===== src/rtl/cpu_pkg.sv =====
// cpu_pkg: core-wide widths, reset vector and opcode constants shared by fetch and decode.
package cpu_pkg;
  localparam int XLEN = 32;
  localparam int ILEN = 32;
  localparam logic [XLEN-1:0] RESET_PC_DEF = 32'h0000_0000;
  localparam logic [6:0] OP_LUI    = 7'b0110111;
  localparam logic [6:0] OP_AUIPC  = 7'b0010111;
  localparam logic [6:0] OP_JAL    = 7'b1101111;
  localparam logic [6:0] OP_JALR   = 7'b1100111;
  localparam logic [6:0] OP_BRANCH = 7'b1100011;
  localparam logic [6:0] OP_LOAD   = 7'b0000011;
  localparam logic [6:0] OP_STORE  = 7'b0100011;
  localparam logic [6:0] OP_IMM    = 7'b0010011;
  localparam logic [6:0] OP_REG    = 7'b0110011;
  localparam logic [6:0] OP_SYSTEM = 7'b1110011;

  function automatic int wrap_inc(input int p, input int depth);
    return (p == depth - 1) ? 0 : p + 1;
  endfunction
endpackage


===== src/rtl/fetch_queue.sv =====
// fetch_queue: in-order FIFO of instruction word plus its pc, with single-cycle flush.
module fetch_queue import cpu_pkg::*; #(
  parameter int DEPTH = 2,
  parameter int CW = $clog2(DEPTH + 1)
) (
  input  logic            clk,
  input  logic            rst_n,
  input  logic            flush,
  input  logic            push,
  input  logic [ILEN-1:0] push_data,
  input  logic [XLEN-1:0] push_pc,
  input  logic            pop,
  output logic            valid,
  output logic [ILEN-1:0] head_data,
  output logic [XLEN-1:0] head_pc,
  output logic [CW-1:0]   count
);
  localparam int AW = DEPTH > 1 ? $clog2(DEPTH) : 1;
  logic [ILEN-1:0] data_q [DEPTH];
  logic [XLEN-1:0] pc_q [DEPTH];
  logic [AW-1:0] rd_q, rd_d, wr_q, wr_d;
  logic [CW-1:0] cnt_q, cnt_d;
  logic do_push, do_pop;

  // a pop frees the slot the same-cycle push may land in, so full+push+pop is legal
  assign do_pop  = pop && cnt_q != '0 && !flush;
  assign do_push = push && (cnt_q != CW'(DEPTH) || do_pop) && !flush;

  always_comb begin
    rd_d  = flush ? '0 : do_pop ? AW'(wrap_inc(int'(rd_q), DEPTH)) : rd_q;
    wr_d  = flush ? '0 : do_push ? AW'(wrap_inc(int'(wr_q), DEPTH)) : wr_q;
    cnt_d = flush ? '0 : cnt_q + CW'(do_push) - CW'(do_pop);
  end

  always_ff @(posedge clk or negedge rst_n) begin
    if (!rst_n) begin
      rd_q  <= '0;
      wr_q  <= '0;
      cnt_q <= '0;
    end else begin
      rd_q  <= rd_d;
      wr_q  <= wr_d;
      cnt_q <= cnt_d;
    end
  end

  always_ff @(posedge clk) begin
    if (do_push) begin
      data_q[wr_q] <= push_data;
      pc_q[wr_q]   <= push_pc;
    end
  end

  assign valid     = cnt_q != '0;
  assign head_data = data_q[rd_q];
  assign head_pc   = pc_q[rd_q];
  assign count     = cnt_q;
endmodule


===== src/rtl/fetch_unit.sv =====
// fetch_unit: credit-limited instruction fetch with pc-tag FIFO, instruction queue and
// redirect flush that discards responses still in flight.
module fetch_unit import cpu_pkg::*; #(
  parameter logic [XLEN-1:0] RESET_PC = RESET_PC_DEF,
  parameter int QDEPTH = 2
) (
  input  logic            clk,
  input  logic            rst_n,
  output logic            imem_req_valid,
  input  logic            imem_req_ready,
  output logic [XLEN-1:0] imem_addr,
  input  logic            imem_rsp_valid,
  input  logic [ILEN-1:0] imem_rsp_data,
  input  logic            redirect_valid,
  input  logic [XLEN-1:0] redirect_pc,
  output logic            instr_valid,
  input  logic            instr_ready,
  output logic [ILEN-1:0] instr,
  output logic [XLEN-1:0] instr_pc,
  output logic [6:0]      opcode,
  output logic [2:0]      funct3
);
  localparam int CW = $clog2(QDEPTH + 1);
  localparam int SW = CW + 1;
  localparam int AW = QDEPTH > 1 ? $clog2(QDEPTH) : 1;
  logic [XLEN-1:0] pc_q, pc_d;
  logic [CW-1:0] out_q, out_d, disc_q, disc_d, qcnt;
  logic [XLEN-1:0] tag_q [QDEPTH];
  logic [AW-1:0] trd_q, trd_d, twr_q, twr_d;
  logic acc, rsp, keep;

  // out_q counts every request in flight, discarded ones included, so credit stays exact
  assign imem_req_valid = rst_n && !redirect_valid && (SW'(out_q) + SW'(qcnt) < SW'(QDEPTH));
  assign imem_addr      = pc_q;
  assign acc            = imem_req_valid && imem_req_ready;
  assign rsp            = imem_rsp_valid && out_q != '0;
  assign keep           = rsp && disc_q == '0 && !redirect_valid;

  always_comb begin
    pc_d   = redirect_valid ? (redirect_pc & ~XLEN'(3)) : acc ? pc_q + XLEN'(4) : pc_q;
    out_d  = out_q + CW'(acc) - CW'(rsp);
    disc_d = redirect_valid ? out_d : disc_q - CW'(rsp && disc_q != '0);
    trd_d  = redirect_valid ? '0 : keep ? AW'(wrap_inc(int'(trd_q), QDEPTH)) : trd_q;
    twr_d  = redirect_valid ? '0 : acc ? AW'(wrap_inc(int'(twr_q), QDEPTH)) : twr_q;
  end

  always_ff @(posedge clk or negedge rst_n) begin
    if (!rst_n) begin
      pc_q   <= RESET_PC & ~XLEN'(3);
      out_q  <= '0;
      disc_q <= '0;
      trd_q  <= '0;
      twr_q  <= '0;
    end else begin
      pc_q   <= pc_d;
      out_q  <= out_d;
      disc_q <= disc_d;
      trd_q  <= trd_d;
      twr_q  <= twr_d;
    end
  end

  always_ff @(posedge clk) begin
    if (acc) tag_q[twr_q] <= pc_q;
  end

  fetch_queue #(.DEPTH(QDEPTH), .CW(CW)) u_queue (
    .clk       (clk),
    .rst_n     (rst_n),
    .flush     (redirect_valid),
    .push      (keep),
    .push_data (imem_rsp_data),
    .push_pc   (tag_q[trd_q]),
    .pop       (instr_ready),
    .valid     (instr_valid),
    .head_data (instr),
    .head_pc   (instr_pc),
    .count     (qcnt)
  );

  assign opcode = instr[6:0];
  assign funct3 = instr[14:12];
endmodule

===== config.mk =====
export PLATFORM = sky130hd
export DESIGN_NAME = fetch_unit
export DESIGN_NICKNAME = d
export VERILOG_FILES = /design/src/rtl/cpu_pkg.sv /design/src/rtl/fetch_queue.sv /design/src/rtl/fetch_unit.sv
export SDC_FILE = /design/constraint.sdc
export NUM_CORES = 1
export LEC_CHECK = 0
export ABC_AREA = 1
export CAP_MARGIN = 30
export CORE_MARGIN = 5
export CORE_UTILIZATION = 45
export CTS_CLUSTER_DIAMETER = 30
export DETAILED_ROUTE_END_ITERATION = 8
export PLACE_DENSITY = 0.82
export RECOVER_POWER = 25
export SLEW_MARGIN = 0
export SYNTH_ARGS = -nofsm -noshare
export SYNTH_HDL_FRONTEND = slang
export SYNTH_HIERARCHICAL = 1
export SYNTH_SLANG_ARGS = --single-unit

===== constraint.sdc =====
create_clock -name clk -period 4.08 [get_ports clk]
set_input_delay 0.816 -clock clk [delete_from_list [all_inputs] [get_ports clk]]
set_output_delay 0.816 -clock clk [all_outputs]
set_load 0.005 [all_outputs]

==> results by stage <==
Floorplanning:
- The floorplan step set the die height to 157 um.
- The number of rows in the core area is 54.
- Once the floorplan was initialized, standard cells occupied 45.2% of the core.
- The floorplan step defined a die boundary enclosing 24800 um2.
- The die span in x is 157 um.
- The core region area is 21600 um2.
- Pin placement for this block handled 178 I/O pins.

Cells and area:
- At the end of the flow, the number of nets in the layout was 1186.
- The number of antenna diodes is 0.
- The post-route netlist has 8.19% of its cells at a drive strength greater than 1.
- The layout overhead on the synthesized area is 32.5%.
- In the layout the commonest cells are sky130_fd_sc_hd__nand2_1, sky130_fd_sc_hd__edfxtp_1, sky130_fd_sc_hd__clkdlybuf4s50_1, sky130_fd_sc_hd__inv_1, sky130_fd_sc_hd__nand3_1.
- The leading cell type in the layout, fill and taps excluded is sky130_fd_sc_hd__nand2_1.
- Counting the fill cells in the layout gives 1693.

STA:
- Final hold analysis gives a worst-case slack of 0.539 ns.
- For the final routed database, the setup TNS stands at 0 ns.
- After layout, the worst path uses 78.1% of the clock period.
- The worst-case clock skew is 0.0300 ns.
- In the post-route analysis, the smallest setup slack over all paths is 0.892 ns.
- The final period demand of the worst path is 3.19 ns.
- The number of failing hold endpoints at the final stage is 0.
- The headroom to the max-slew limit is -47.1%.
- The number of setup violations in the final report is 0.
- Setup repair after global routing left no endpoint under its margin.
- Timing would allow up to 314 MHz.
- The number of max-slew violations in the final report is 41.
- The slew at the pin closest to its max-slew limit is 2.21 ns.

Detailed routing:
- The number of remaining DRC errors is 0.
- The number of violations reported at the end of detailed-routing iteration 0 is 641.
- Before antenna repair, the detailed router went through 5 iterations.
- The remaining antenna violation count after routing is 0.
- The per-cell via count in the routed design is 4.90.
- After detailed routing, the average wire length per cell comes to 15.9 um.
- The routed via count is 6940.
- The sum of routed wire length over all layers is 22500 um.

Global routing:
- The number of global-route vias before repair came to 6947.
- For this run the aggregate overflow at the end of global routing stands at 0.
- Entering global routing, the biggest net connects 65 pins.
- The total global routing track utilization is 17.9%.
- The global-route wire length before repair is 35300 um.
- The number of antenna violations at the first check in global routing is 0.

Clocking:
- The tree is rooted in a sky130_fd_sc_hd__clkbuf_16.
- The clock latency at the later pin of the worst-skew pair is 0.51 ns.
- After clock tree synthesis, the clock-pin slew on the worst setup and hold paths is 0.06 ns.
- In this run, post-CTS hold repair placed 0 buffers.
- The H-tree level count is 2.
- TritonCTS built the clock tree.
- The maximum number of buffers from clock root to sink is 3.
- The post-CTS resize count is 0.
- The number of buffers added by the clock tree synthesis step is 38.
- The sink count of the clock tree is 228.
- The buffers inserted during post-CTS setup optimization is 0.

Power and ir drop:
- Across the VDD grid, the largest voltage drop is 0.271 mV.
- The proportion of power drawn by flip-flops and latches is 40.6%.
- Dividing total power by cell area gives a power density of 550 nW/um2.
- Internal power comes to 0.00532 W.
- The fraction of power spent switching nets is 25.3%.
- In this run the power spent charging and discharging nets is 0.00180 W.
- The total power after layout is 0.00712 W.
- The standby leakage power is 5.20 nW.
- The clock network burns 44.8% of the power.
- The share of total power dissipated in combinational logic is 14.6%.

Setup path:
- The endpoint type of the worst setup path is an output pin.
- Along the worst path, the maximum fanout reaches 25.
- The reg-to-reg startpoint is u_queue/count[0].
- The cell with the largest stage delay on the worst path is sky130_fd_sc_hd__clkdlybuf4s50_1.
- The endpoint required time on the critical path is 3.26 ns.
- The startpoint class of the critical path is a flop.
- In this run the worst setup path begins at u_queue/rd_q.
- The critical path in this run is classified as flop to output pin.
- The signal on the critical path passes through inv_2, buf_4, nand2_1, nand2_1, clkdlybuf4s50_1.
- By instance count, the cell type seen most on the critical path is sky130_fd_sc_hd__nand2_1.
- STA puts the critical path data arrival time at 2.37 ns.
- The largest single stage delay on the critical path is 0.51 ns.

Hold path:
- The worst hold path startpoint is tag_q[1][19].
- The path class of the tightest hold or removal check is flop to flop.

Logic synthesis:
- After synthesis, the share of flip-flops with an asynchronous set or reset is 17.5%.
- The mean area per synthesized cell is 10.6 um2.
- By area the synthesized netlist is led by sky130_fd_sc_hd__edfxtp_1, sky130_fd_sc_hd__nand2_1, sky130_fd_sc_hd__dfrtp_1, sky130_fd_sc_hd__nand3_1, sky130_fd_sc_hd__inv_1.
- Synthesis instantiated 35 different standard cells from the library.
- The number of warnings printed during yosys synthesis is 6.
- The synthesized flop and latch total is 228.
- The primary flip-flop cell chosen by synthesis mapping is sky130_fd_sc_hd__edfxtp_1.
- The part of the Yosys area used for sequential elements is 68.0%.
- Counting flops with a built-in enable in the synthesized netlist gives 188.
- The cell count after synthesis is 921.
- The largest total area in the synthesized netlist belongs to sky130_fd_sc_hd__edfxtp_1.
- The top-area cell type share of the netlist area is 57.8%.
- The cell area that synthesis handed to floorplanning was 9770 um2.

Place:
- During placement, the flow inserted port buffers numbering 173.
- The worst-case setup slack after placement is 1.15 ns.
- Detailed placement ended at an HPWL of 14600 um.
- The global placer's final weighted congestion is 0.871.

Outcome:
- The final reports fail on capacitance limit, slew limit.
- The run finished, with violations left.

Run:
- Across the run, the number of max-cap violations was 1.
synthesized netlist by cell type, types with 2 or more instances:
master / instances
sky130_fd_sc_hd__nand2_4: 2
sky130_fd_sc_hd__o211ai_1: 2
sky130_fd_sc_hd__buf_1: 2
sky130_fd_sc_hd__nand4_1: 2
sky130_fd_sc_hd__xnor2_1: 7
sky130_fd_sc_hd__ha_1: 6
sky130_fd_sc_hd__nor2_2: 4
sky130_fd_sc_hd__nand2_2: 2
sky130_fd_sc_hd__clkbuf_1: 8
sky130_fd_sc_hd__buf_6: 15
sky130_fd_sc_hd__dfrtp_1: 40
sky130_fd_sc_hd__inv_2: 4
sky130_fd_sc_hd__nor2_1: 45
sky130_fd_sc_hd__nor2_4: 3
sky130_fd_sc_hd__o21bai_1: 7
sky130_fd_sc_hd__xor2_1: 2
sky130_fd_sc_hd__edfxtp_1: 188
sky130_fd_sc_hd__inv_1: 53
sky130_fd_sc_hd__a21oi_1: 2
sky130_fd_sc_hd__o21ai_0: 20
sky130_fd_sc_hd__buf_4: 14
sky130_fd_sc_hd__nand3_1: 52
sky130_fd_sc_hd__nand2_1: 428
sky130_fd_sc_hd__nor3_1: 2
logic make-up after synthesis:
| logic type | synth area share (%) |
|---|---|
| and+or+nand+nor | 22.8 |
| DFF | 68.0 |
| buffers and inverters | 5.48 |
| AOI/OAI and AO/OA | 1.90 |
| xor gates and xnor gates | 0.807 |
| adders and majority gates | 0.973 |
| other | 0.0384 |
power groups by stage:
| stage | Clock, W | Combinational (W) | Sequential [W] |
|---|---|---|---|
| 2_1_floorplan | 0 | 0.000559 | 0.00289 |
| 3_3_place_gp | 0 | 0.00100 | 0.00292 |
| 3_5_place_dp | 0 | 0.00104 | 0.00293 |
| 4_1_cts | 0.00324 | 0.00106 | 0.00289 |
| 5_1_grt | 0.00336 | 0.00116 | 0.00291 |
| 6_report | 0.00319 | 0.00104 | 0.00289 |
final cells by class:
cell class                      count  area [um2]  area share (%)
Inverter                           58         219            1.69
Clock inverter                     24         295            2.28
Sequential cell                   228        6650            51.3
Multi-Input combinational cell    600        2620            20.2
Timing Repair Buffer              183        1820            14.1
Clock buffer                       42         997            7.70
Tap cell                          280         350            2.71
layer usage:
layer  track usage (%)  up-vias  part of all wire (%)
met5                 0        -                     0
met4              6.64        0                   2.9
met3              4.04       51                   7.1
met2              30.3      294                    49
met1              22.7     3209                    41
li1                  -     3386                     -
worst max-delay path, delay by kind of cell, from the launching register on:
kind / cells / cell delay [ns]
buffers and inverters: 3 / 1.24
DFF: 1 / 0.40
and+or+nand+nor: 2 / 0.20
final timing paths:
check	slack (ns)	end	cells past startpoint
min	0.54	u_queue/pc_q[0][19]	2
max reg2reg	1.59	disc_q[1]	12
max in group asynchronous	1.46	u_queue/rd_q	2
min reg2reg	0.54	u_queue/pc_q[0][19]	2
max	0.89	instr[13]	5
min in group asynchronous	1.20	out_q[1]	2
through the flow:
step | cell area [um2] | std cells | utilization, %
3_3_place_gp | 11700 | 1349 | 53.9
6_report | 12900 | 1415 | 59.9
4_1_cts | 13000 | 1415 | 59.9
2_1_floorplan | 9790 | 926 | -
3_5_place_dp | 11700 | 1349 | 53.9
5_1_grt | 12900 | 1415 | 59.9
state kept, by name (all words and copies together) (netlist names):
register        count
disc_q              2
imem_addr          30
out_q               2
tag_q              60
trd_q               1
twr_q               1
u_queue/count       2
u_queue/data_q     64
u_queue/pc_q       64
u_queue/rd_q        1
u_queue/wr_q        1
Power figures use the tool's default switching activity.
